### config.mk
export PLATFORM = sky130hd
export DESIGN_NAME = tx_block
export DESIGN_NICKNAME = d
export VERILOG_FILES = /design/src/rtl/tx_block.sv
export SDC_FILE = /design/constraint.sdc
export NUM_CORES = 1
export LEC_CHECK = 0
export CORE_MARGIN = 4
export CORE_UTILIZATION = 50
export CTS_CLUSTER_SIZE = 20
export DETAILED_ROUTE_END_ITERATION = 10
export GPL_TIMING_DRIVEN = 0
export PLACE_DENSITY = 0.73
export SLEW_MARGIN = 10
export SYNTH_ARGS = -nofsm -noshare
export SYNTH_HDL_FRONTEND = slang
export SYNTH_SLANG_ARGS = --single-unit
### constraint.sdc
create_clock -name clk -period 2.1 [get_ports clk]
set_input_delay 0.42 -clock clk [delete_from_list [all_inputs] [get_ports clk]]
set_output_delay 0.42 -clock clk [all_outputs]
set_load 0.02 [all_outputs]
### src/rtl/tx_block.sv
// tx_block: UART-style serial transmitter (start bit, 8 data bits LSB first, stop bit).
// A one-byte holding buffer sits ahead of the shifter so frames can go out back-to-back.
module tx_block #(
  parameter int CLKS_PER_BIT = 10
) (
  input  logic       clk,
  input  logic       n_rst,
  input  logic [7:0] tx_data,
  input  logic       load_data,
  input  logic       error_clear,
  output logic       serial_out,
  output logic       tx_busy,
  output logic       tx_buffer_full,
  output logic       tx_done,
  output logic       write_error
);

  localparam int             TW       = (CLKS_PER_BIT > 2) ? $clog2(CLKS_PER_BIT) : 1;
  localparam logic [TW-1:0]  BIT_LAST = TW'(CLKS_PER_BIT - 1);

  typedef enum logic [1:0] {IDLE, START, DATA, STOP} state_t;

  state_t        state, state_nxt;
  logic [TW-1:0] bit_timer;
  logic [2:0]    bit_idx;
  logic [7:0]    shifter;
  logic [7:0]    buf_data;
  logic          buf_valid;
  logic          bit_wrap;
  logic          xfer;
  logic          wr_ok;
  logic          wr_drop;

  assign bit_wrap       = (bit_timer == BIT_LAST);
  // A write is taken when the buffer is empty or is being emptied on this very edge.
  assign wr_ok          = load_data && (!buf_valid || xfer);
  assign wr_drop        = load_data && buf_valid && !xfer;
  assign tx_buffer_full = buf_valid;

  // State register.
  always_ff @(posedge clk or posedge n_rst) begin
    if (n_rst) state <= IDLE;
    else       state <= state_nxt;
  end

  // Next-state logic; xfer marks the edge where the buffer moves into the shifter.
  always_comb begin
    state_nxt = state;
    xfer      = 1'b0;
    case (state)
      IDLE:  if (buf_valid) begin
               state_nxt = START;
               xfer      = 1'b1;
             end
      START: if (bit_wrap) state_nxt = DATA;
      DATA:  if (bit_wrap && bit_idx == 3'd7) state_nxt = STOP;
      STOP:  if (bit_wrap) begin
               if (buf_valid) begin
                 state_nxt = START;
                 xfer      = 1'b1;
               end else begin
                 state_nxt = IDLE;
               end
             end
      default: state_nxt = IDLE;
    endcase
  end

  // Holding buffer: capture on accepted writes, release on transfer.
  always_ff @(posedge clk or posedge n_rst) begin
    if (n_rst) begin
      buf_data  <= 8'h00;
      buf_valid <= 1'b0;
    end else if (wr_ok) begin
      buf_data  <= tx_data;
      buf_valid <= 1'b1;
    end else if (xfer) begin
      buf_valid <= 1'b0;
    end
  end

  // Bit timer: restarts on each new frame, free-runs modulo CLKS_PER_BIT while busy.
  always_ff @(posedge clk or posedge n_rst) begin
    if (n_rst)                bit_timer <= '0;
    else if (xfer)            bit_timer <= '0;
    else if (state == IDLE)   bit_timer <= '0;
    else if (bit_wrap)        bit_timer <= '0;
    else                      bit_timer <= bit_timer + TW'(1);
  end

  // Shifter, bit index and the registered serial line.
  always_ff @(posedge clk or posedge n_rst) begin
    if (n_rst) begin
      shifter    <= 8'h00;
      bit_idx    <= 3'd0;
      serial_out <= 1'b1;
    end else if (xfer) begin
      shifter    <= buf_data;
      bit_idx    <= 3'd0;
      serial_out <= 1'b0;
    end else if (bit_wrap) begin
      case (state)
        START: begin
          serial_out <= shifter[0];
          bit_idx    <= 3'd0;
        end
        DATA: begin
          if (bit_idx != 3'd7) begin
            shifter    <= shifter >> 1;
            serial_out <= shifter[1];
            bit_idx    <= bit_idx + 3'd1;
          end else begin
            serial_out <= 1'b1;
          end
        end
        default: serial_out <= 1'b1;
      endcase
    end
  end

  // Registered status: busy tracks the upcoming state, done pulses at stop-bit end.
  always_ff @(posedge clk or posedge n_rst) begin
    if (n_rst) begin
      tx_busy <= 1'b0;
      tx_done <= 1'b0;
    end else begin
      tx_busy <= (state_nxt != IDLE);
      tx_done <= (state == STOP) && bit_wrap;
    end
  end

  // Sticky overrun flag; a dropped write beats a simultaneous clear.
  always_ff @(posedge clk or posedge n_rst) begin
    if (n_rst)            write_error <= 1'b0;
    else if (wr_drop)     write_error <= 1'b1;
    else if (error_clear) write_error <= 1'b0;
  end

endmodule

# Word level (Yosys, flattened, before mapping)
# Index checks and enable logic that the tools add are counted.
# word_totals
ff_bits	30
wordCells	65
in_bits	12
output_inout_bits	5
# op_classes
n_eq_ne	7
reduce_logical	18
mux	28
n_addsub	2
# ops
cell	n
2-to-1 mux 8 bit	4
2-to-1 mux 4 bit	3
nonzero test 2 bit	6
2-to-1 mux 1 bit	10
2-to-1 mux 3 bit	3
2-to-1 mux 2 bit	4
one-hot mux 2 bit (4 select lines)	1
inequality test 3 bit (second input constant)	2
one-hot mux 3 bit (2 select lines)	1
AND reduction 3 bit	2
logical AND 1 bit	5
adder 4 x 1 -> 4 bit (second input constant)	1
equality test 2 bit (second input constant)	2
equality test 4 bit (second input constant)	1
one-hot mux 1 bit (2 select lines)	2
adder 3 x 1 -> 3 bit (second input constant)	1
equality test 3 bit (second input constant)	1
nonzero test 3 bit	1
equality test 2 x 1 -> 1 bit (second input constant)	1
logical NOT 1 bit	2
logical NOT 2 bit	1
logical OR 1 bit	1

# Logic depth before layout (Yosys ltp)
# Gate-level depths: netlist of run 1.
# depth
depth_word	6
depth_mapped	7
mapped_depth_nobuf	6

# Worst setup path after synthesis of run 1
# Ideal clock, no wire load.
# synth_path
path_kind	reg2reg
from	reg state[0]
to	reg buf_data[0]
synth_period_minus_slack_ns	1.708
n_path_buf	1
arrival_ns	1.583
slack_ns	0.392
stages_incl_launch_ff	7
setup_ns	0.125
required_ns	1.975
path_cell_list	dfrtp_1 > ha_1 > and4b_2 > o21ai_2 > a21bo_1 > buf_6 > mux2_4
# synth_via
elab_chain_cells	4
elab_cells_between_ends	5
classes_between	1 x eq/ne; 1 x mux; 3 x reduce/logical
# synth_lines
item	line	rtl
start, declared	23	state_t state, state_nxt;
start signal, assigned	43	else state <= state_nxt;
equality test 2 bit / logical NOT 2 bit (equally long branches)	50	case (state)
one-hot mux 1 bit (2 select lines) *	50	
logical OR 1 bit *	36	assign wr_ok = load_data && (!buf_valid || xfer);
logical AND 1 bit *	36	
end signal, assigned	75	buf_data <= tx_data;
end, declared	27	logic [7:0] buf_data;
# Mark *: on every way between the ends. The rest lies on a longest branch, timed or not.
# A chain may end at the register's enable or synchronous reset.

# Final worst setup path of run 1
# layout_path
from	reg buf_valid, in the netlist tx_buffer_full
to	out tx_buffer_full
# layout_lines
item	line	rtl
start, declared	28	logic buf_valid;
start signal, assigned	73	buf_valid <= 1'b0;
start signal, assigned	76	buf_valid <= 1'b1;
start signal, assigned	78	buf_valid <= 1'b0;
end, declared	13	output logic tx_buffer_full,
# No word-level cell between the ends.

==> results of run 1 <==
==> final cells by class <==
type                    count  share of cell area [%]
flip-flops and latches     30                    43.4
multi-input cells          85                    38.1
repair buffers             16                    9.25
well taps                  31                    2.24
clock buffers               5                    2.17
inverters                   9                    1.95
plain buffers               4                    1.66
clock inverters             3                    1.23
==> power by group through the flow <==
stage	combinational (mW)	sequential, mW	clock (mW)
floorplan	0.580	0.977	0
finish	0.798	0.973	0.343
detailed placement	0.804	0.984	0
CTS	0.806	0.971	0.359
global placement	0.768	0.968	0
global route	0.892	1.00	0.383
==> how the worst max path moves through the flow <==
stage,from,endpoint
3_3_place_gp,state[0],shifter[4]
2_1_floorplan,state[0],buf_data[0]
3_5_place_dp,state[0],shifter[0]
5_1_grt,state[0],shifter[6]
6_report,tx_buffer_full,tx_buffer_full
4_1_cts,tx_buffer_full,tx_buffer_full
==> metrics by stage <==
stage	power (mW)	instances
after global routing	2.28	183
after global placement	1.74	175
final	2.11	183
after CTS	2.14	183
after detailed placement	1.79	175
after floorplan	1.56	128
==> registers in the layout, indices dropped and copies added (netlist names) <==
register        flops
tx_done             1
tx_buffer_full      1
shifter             8
state               2
tx_busy             1
bit_timer           4
write_error         1
serial_out          1
buf_data            8
bit_idx             3
==> synth_stat cells, types with 2 or more instances <==
library cell	n
a22oi_1	2
nand4b_1	2
nor2b_1	3
nand3_1	2
mux2_4	8
buf_2	2
dfrtp_1	29
ha_1	9
inv_1	9
nand2_1	2
nor3_1	4
xnor2_1	2
mux2i_1	7
nor2_1	14
a21oi_1	9
o21ai_0	8
==> what timing repair did <==
action / CTS / global route
resized for setup: 0 / 1
setup buffers: 0 / 0
setup endpoints to repair: 0 / 2
==> routing by layer <==
metal | wire, um | up-vias | global-route usage [%]
li1 | - | 490 | -
met1 | 1180 | 465 | 17.6
met3 | 108 | 6 | 4.86
met4 | 52 | 0 | 8.94
met5 | 0 | - | 0
met2 | 1240 | 25 | 23.3
==> cells by family (layout without fill, tap and decap cells) <==
family	Yosys count	after routing	synth area share, %
AO/OA/AOI/OAI	26	26	11.1
XOR/XNOR	2	2	1.19
adder cells (fa/ha/maj)	9	9	7.65
buffers and inverters	13	37	4.25
flip-flops	30	30	51.1
AND/OR/NAND/NOR	33	33	11.8
multiplexers	15	15	12.9
==> qor.txt, run 1 <==
Ant diodes -> 0
CTS tree -> done
# fillers -> 217
PwrDens -> 1220 nW/um^2
Worst EP arrival -> 1.50 ns
Yosys reg bits -> 30
GR Overflow Total -> 0
First-pass GRT wire length -> 4490 um
P_leak -> 0.806 nW
Post-DP HPWL -> 1890 um
IO Port Bufs -> 16
Final setup margin -> 0.176 ns
# DRC -> 0
Drt total wl -> 2580 um
Synth Cell Area -> 1470 um^2
Routability Congestion -> 0.741
Multi-input logic area -> 659 um^2
Synth Warn # -> 0
CP max FO -> 8
Cell count along the critical path -> 1
Max Freq -> 0.520 GHz
Total CTS buffers -> 5
Final setup viols -> 0
Final Hold Viols -> 0
Setup tns final -> 0 ns
Total area of sequential cells -> 752 um^2
Setup WS pre-CTS -> 0.179 ns
Max capacitance violation total -> 0
CP cell instances -> clkdlybuf4s50_1
Initial Util -> 52.9%
Main area contributors after synthesis -> dfrtp_1, mux2_4, ha_1
Comb pwr share -> 37.8%
Number of top-level pins -> 17
Routed WL per cell -> 14.1 um
Most frequent cells in the layout -> dfrtp_1, clkdlybuf4s50_1, nor2_1
Worst path slowest cell -> clkdlybuf4s50_1
Total vias in the final route -> 986
Largest net degree at the start of global routing -> 31
Worst path top cell family by delay -> buffers and inverters
Clock Latency Late Sink -> 0.33 ns
Worst R2R End -> shifter[6]
Peak supply drop -> 0.000868 V
Routed vias/inst -> 5.39
Seq pwr share -> 46.0%
Min Tclk post-route -> 1.92 ns
Clk slew on worst S/H paths -> 0.10 ns
Setup CP Type -> flip-flop to primary output
Total clock sinks -> 30
Worst hold margin -> 0.514 ns
Critical path's largest stage delay -> 0.67 ns
Slew Limit Fails -> 0
Reg-to-reg slack, setup -> 0.25 ns
Area leader, netlist -> dfrtp_1
Crit path capture type -> primary output
Layout Nets -> 172
Final ANT Viol Nets -> 0
Sw Share -> 35.1%
Worst r2r src -> state[0]
Post-CTS Hold Fix Bufs -> 0
Worst Tran Pin Value -> 1.03 ns
Sw Pwr -> 0.743 mW
Vias in the first global route -> 1,016
Die extent in y -> 62.2 um
Layout cells sized above 1 -> 16.4%
Relative slew margins -> 30.9%
Drt pass-1 iters -> 4
Outcome -> finished, final reports clean
Worst Reg-to-Reg Cells -> 7
Post-synth EDFFs -> 0
Mapped Cells -> 128
Syn Area/Cell -> 11.5 um^2
Die X -> 62.2 um
Placed Area -> 1670 um^2
Critical Path RT -> 1.68 ns
Layout area overhead -> 17.7%
Initial antenna violation count -> 0
Die footprint -> 3870 um^2
Row cnt -> 19
Finished Cell Area -> 1730 um^2
Yosys top cell area share -> 49.3%
Netlist cell types -> 32
CP startpoint kind -> flip-flop
Total GRT Usage -> 14.9%
Hold crit path type -> input pin to asynchronous set/reset pin
Final core utilization -> 62.3%
DR iter-0 viols -> 29
RSZ-0062 raised after global routing -> no
Clock power frac -> 16.2%
Core Area -> 2780 um^2
Async SR Flop Fraction -> 100%
H-tree depth -> 2
Post-synthesis sequential area ratio -> 51.1%
Root buf cell -> clkbuf_4
Mapped Nets -> 149
Fin crit share -> 91.6%
Max Clock Skew -> 0.00841 ns
Commonest non-fill, non-tap cell in the layout -> dfrtp_1
Primary FF master, synth -> dfrtp_1
CP bufs+invs -> 1
Maximum root-to-sink buffer count -> 2
Internal power -> 1.37 mW
Power figures use the tool's default switching activity.
==> inputs of run 2 (changes only) <==
Settings changed: ABC_AREA set to 0, SETUP_SLACK_MARGIN set to 0.05.
==> run 2 against run 1 <==
Net effect: utilization rose by 0.090 points; fmax fell by 0.62%; cell count did not move; register-to-register slack barely moved; count of clock-buffer cells in the layout did not move; highest routed layer unchanged.
==> qor.txt, run 2 (synthesis gave the netlist of run 1 again) <==
Row cnt -> 19
Commonest non-fill, non-tap cell in the layout -> dfrtp_1
Routed vias/inst -> 5.39
Total GRT Usage -> 14.9%
P_leak -> 0.805 nW
Finished Layout Cells -> 183
Worst path top cell family by delay -> buffers and inverters
Vias in the first global route -> 1,016
DR iter-0 viols -> 32
Max capacitance violation total -> 0
Fin crit share -> 92.2%
Die X -> 62.2 um
Routed WL per cell -> 14.0 um
Setup CP Type -> flip-flop to primary output
# DRC -> 0
Layout Nets -> 172
Critical path's largest stage delay -> 0.67 ns
Worst EP arrival -> 1.52 ns
Routability Congestion -> 0.741
Worst Tran Pin Value -> 1.02 ns
Number of top-level pins -> 17
Initial antenna violation count -> 0
RSZ-0062 raised after global routing -> no
Sw Pwr -> 0.744 mW
Core Area -> 2780 um^2
Finished Cell Area -> 1730 um^2
CP bufs+invs -> 1
Post-CTS setup buffers -> 0
Max Clock Skew -> 0.00821 ns
Setup tns final -> 0 ns
Worst path slowest cell -> clkdlybuf4s50_1
PwrDens -> 1220 nW/um^2
Clock power frac -> 16.3%
CTS tree -> done
Die extent in y -> 62.2 um
Seq pwr share -> 46.0%
Layout area overhead -> 17.9%
Outcome -> finished, final reports clean
Ant diodes -> 0
Layout cells sized above 1 -> 16.4%
Total vias in the final route -> 986
CP startpoint kind -> flip-flop
Peak supply drop -> 0.000866 V
Drt pass-1 iters -> 4
First-pass GRT wire length -> 4490 um
Worst hold margin -> 0.509 ns
Slew Limit Fails -> 0
H-tree depth -> 2
Hold crit path type -> input pin to asynchronous set/reset pin
Max Freq -> 0.517 GHz
Final Hold Viols -> 0
Post-DP HPWL -> 1890 um
Root buf cell -> clkbuf_4
Placed Area -> 1670 um^2
Final setup viols -> 0
CP max FO -> 8
Total CTS buffers -> 5
Min Tclk post-route -> 1.94 ns
IO Port Bufs -> 16
Critical Path RT -> 1.68 ns
Initial Util -> 52.9%
Internal power -> 1.37 mW
Clk slew on worst S/H paths -> 0.10 ns
Relative slew margins -> 31.4%
Final ANT Viol Nets -> 0
Maximum root-to-sink buffer count -> 2
Comb pwr share -> 37.7%
GR Overflow Total -> 0
CP cell instances -> clkdlybuf4s50_1
Largest net degree at the start of global routing -> 31
Sw Share -> 35.2%
Placed cell count -> 175
Most frequent cells in the layout -> dfrtp_1, clkdlybuf4s50_1, nor2_1
Biggest regs -> buf_data (8), shifter (8), bit_timer (4)
Crit path capture type -> primary output
Die footprint -> 3870 um^2
Drt total wl -> 2560 um
Clock Latency Late Sink -> 0.34 ns
Total clock sinks -> 30
[run 2: worst reg2reg max path, stage by stage (launching register included)]
cell and delay [ns]:
dfrtp_1 0.43, ha_1 0.25, and4b_2 0.28, o21ai_2 0.17, a21bo_1 0.15, buf_6 0.15
mux2_4 0.31
[run 2: metrics by stage]
step / util, % / setup WS, ns / total power [mW]
finish: 62.3 / 0.164 / 2.11
global route: 62.3 / 0.0906 / 2.28
CTS: 62.2 / 0.145 / 2.14
detailed placement: 60.1 / 0.179 / 1.79
global placement: 60.1 / 0.258 / 1.74
floorplan: - / 0.392 / 1.56
[run 2: per-layer routing]
metal  GRT usage, %  vias to the layer above  share of wire [%]
li1               -                      492                  -
met2           23.3                       21                 48
met3           4.86                        9                4.0
met4           8.94                        0                2.5
met5              0                        -                  0
met1           17.6                      464                 46
[run 2: power groups by stage]
stage / clock, mW / sequential, mW / combinational [mW]
final: 0.344 / 0.973 / 0.797
after global routing: 0.383 / 1.00 / 0.892
after CTS: 0.359 / 0.971 / 0.806
after detailed placement: 0 / 0.984 / 0.804
after global placement: 0 / 0.968 / 0.768
after floorplan: 0 / 0.977 / 0.580
[run 2: what timing repair did]
| item | 4_1_cts | 5_1_grt |
|---|---|---|
| endpoints found under the setup margin | 0 | 5 |
| hold buffers | 0 | 0 |
| gates resized for setup | 0 | 2 |
[run 2: area by class of cell]
| type | count | area [um^2] |
|---|---|---|
| Clock buffer | 5 | 37.5 |
| Buffer | 4 | 31.3 |
| Timing Repair Buffer | 16 | 160 |
| Fill cell | 216 | 1050 |
| Inverter | 9 | 33.8 |
| Multi-Input combinational cell | 85 | 659 |
| Tap cell | 31 | 38.8 |
| Sequential cell | 30 | 752 |
| Clock inverter | 3 | 21.3 |
[run 2: final timing paths]
check | startpoint | end | slack [ns] | cells past startpoint
worst min register to register | bit_timer[0] | bit_timer[0] | 0.51 | 1
worst max register to register | state[0] | buf_data[7] | 0.26 | 6
worst min-delay path | n_rst | bit_timer[1] | 0.51 | 2
worst max-delay path | tx_buffer_full | tx_buffer_full | 0.16 | 1
min in group clk | bit_timer[0] | bit_timer[0] | 0.51 | 1
max in group asynchronous | n_rst | bit_idx[1] | 1.12 | 2
==> inputs of run 3 (changes only) <==
--- a/config.mk
+++ b/config.mk
@@ -9,3 +9,3 @@
 export CORE_MARGIN = 4
-export CORE_UTILIZATION = 50
+export CORE_UTILIZATION = 49
 export CTS_CLUSTER_SIZE = 20
@@ -13,3 +13,3 @@
 export GPL_TIMING_DRIVEN = 0
-export PLACE_DENSITY = 0.73
+export PLACE_DENSITY = 0.75
 export SETUP_SLACK_MARGIN = 0.05
==> constraint.sdc (replaced) <==
create_clock -name clk -period 1.7 [get_ports clk]
set_input_delay 0.17 -clock clk [delete_from_list [all_inputs] [get_ports clk]]
set_output_delay 0.17 -clock clk [all_outputs]
set_load 0.02 [all_outputs]
==> run 3 against run 2 <==
Net effect: the run now ends with negative setup slack left; design area increased by 17%; total power increased by 42%; sequential power increased by 23%; sequential share of layout area decreased by 6.1 points; cell count increased by 11%; largest power group is now combinational logic; highest routed layer unchanged.
==> qor.txt, run 3 (synthesis gave the netlist of run 1 again) <==
Relative slew margins -> 29.1%
Placed cell count -> 175
Worst R2R End -> buf_data[7]
Max Freq -> 0.568 GHz
GR Overflow Total -> 0
IO Port Bufs -> 16
Total Power -> 2.99 mW
Critical Path Source -> state[0]
CTS tree -> done
P_leak -> 0.931 nW
Placed Area -> 1680 um^2
Die extent in y -> 62.8 um
Die X -> 62.8 um
# DRC -> 0
Vias in the first global route -> 1,142
Post-DP HPWL -> 2050 um
Failing checks -> negative setup slack
RSZ-0062 raised after global routing -> yes
Outcome -> finished, violations left
Cell count along the critical path -> 7
Crit path capture type -> flip-flop
H-tree depth -> 2
End of the critical path -> buf_data[7]
Core Area -> 2810 um^2
PwrDens -> 1480 nW/um^2
Fin crit share -> 104%
Root buf cell -> clkbuf_4
Clock Latency Late Sink -> 0.33 ns
Critical Path RT -> 1.92 ns
Worst EP arrival -> 1.98 ns
Most frequent cells in the layout -> dfrtp_1, buf_4, clkdlybuf4s50_1
Commonest non-fill, non-tap cell in the layout -> dfrtp_1
Initial Util -> 52.5%
Clk slew on worst S/H paths -> 0.10 ns
Slew Limit Fails -> 0
Finished Cell Area -> 2020 um^2
CP max FO -> 8
Layout cells sized above 1 -> 37.6%
Final ANT Viol Nets -> 0
Worst Tran Pin Value -> 1.06 ns
First-pass GRT wire length -> 5240 um
Drt pass-1 iters -> 4
Worst path top cell family by delay -> flip-flops
Maximum root-to-sink buffer count -> 2
CP cell instances -> inv_2, ha_2, inv_2, o21ai_2, a21bo_1, buf_6, mux2_4
CP bufs+invs -> 3
CP startpoint kind -> flip-flop
Ant diodes -> 0
Worst path slowest cell -> dfrtp_1
Reg-to-reg slack, setup -> -0.06 ns
Layout Nets -> 193
Finished Layout Cells -> 204
Routability Congestion -> 0.738
Total vias in the final route -> 1,144
Initial antenna violation count -> 0
Final core utilization -> 72.1%
Total GRT Usage -> 17.1%
Die footprint -> 3940 um^2
DR iter-0 viols -> 31
Routed WL per cell -> 16.4 um
Largest net degree at the start of global routing -> 31
Routed vias/inst -> 5.61
Biggest regs -> buf_data (8), shifter (8), bit_timer (4)
Final Hold Viols -> 0
Final setup margin -> -0.0609 ns
Most Frequent Cell on Critical Path -> inv_2
Critical path's largest stage delay -> 0.44 ns
Setup CP Type -> flip-flop to flip-flop
Total clock sinks -> 30
Final setup viols -> 16
Worst r2r src -> state[0]
Min Tclk post-route -> 1.76 ns
Number of top-level pins -> 17
Post-CTS Hold Fix Bufs -> 0
Hold crit path type -> input pin to asynchronous set/reset pin
Layout area overhead -> 37.5%
Total CTS buffers -> 5
Drt total wl -> 3340 um
Peak supply drop -> 0.000966 V
Max Clock Skew -> 0.00697 ns
Row cnt -> 19
Worst Reg-to-Reg Cells -> 7
Setup WS pre-CTS -> -0.159 ns
Max capacitance violation total -> 0
## run 3: report_power, final
group,internal (mW),switching (mW)
Clock,0.199,0.262
Sequential,1.01,0.195
Combinational,0.733,0.598
## run 3: layer usage
metal / global-route usage (%) / part of all wire [%]
met5: 0 / 0
met4: 5.79 / 1.9
met3: 6.29 / 4.7
met2: 28.5 / 51
met1: 20.2 / 42
## run 3: cell type report
cell class / count / area [um^2]
fillers: 194 / 782
multi-input cells: 85 / 737
well taps: 31 / 38.8
repair buffers: 37 / 348
inverters: 9 / 33.8
plain buffers: 4 / 48.8
clock buffers: 6 / 51.3
flip-flops and latches: 30 / 753
clock inverters: 2 / 12.5
## run 3: repair_timing
action | in CTS | in global routing
endpoints found under the setup margin | 20 | 24
gates cloned | 0 | 2
pin swaps | 5 | 10
buffers inserted | 9 | 10
resized for setup | 10 | 25
## run 3: worst min path at each step
stage,start,endpoint,slack (ns),depth (start not counted)
final,n_rst,bit_timer[0],0.27,2
after global placement,bit_timer[0],bit_timer[0],0.48,1
after floorplan,n_rst,bit_idx[0],0.26,1
after CTS,error_clear,write_error,0.43,2
after detailed placement,buf_data[5],buf_data[5],0.49,1
after global routing,n_rst,bit_timer[0],0.32,2
## run 3: metrics by stage
stage	hold WS, ns	TNS [ns]
global placement	0.480	-1.03
floorplan	0.260	0
global route	0.322	-2.27
detailed placement	0.494	-1.83
CTS	0.432	-0.318
finish	0.268	-0.783
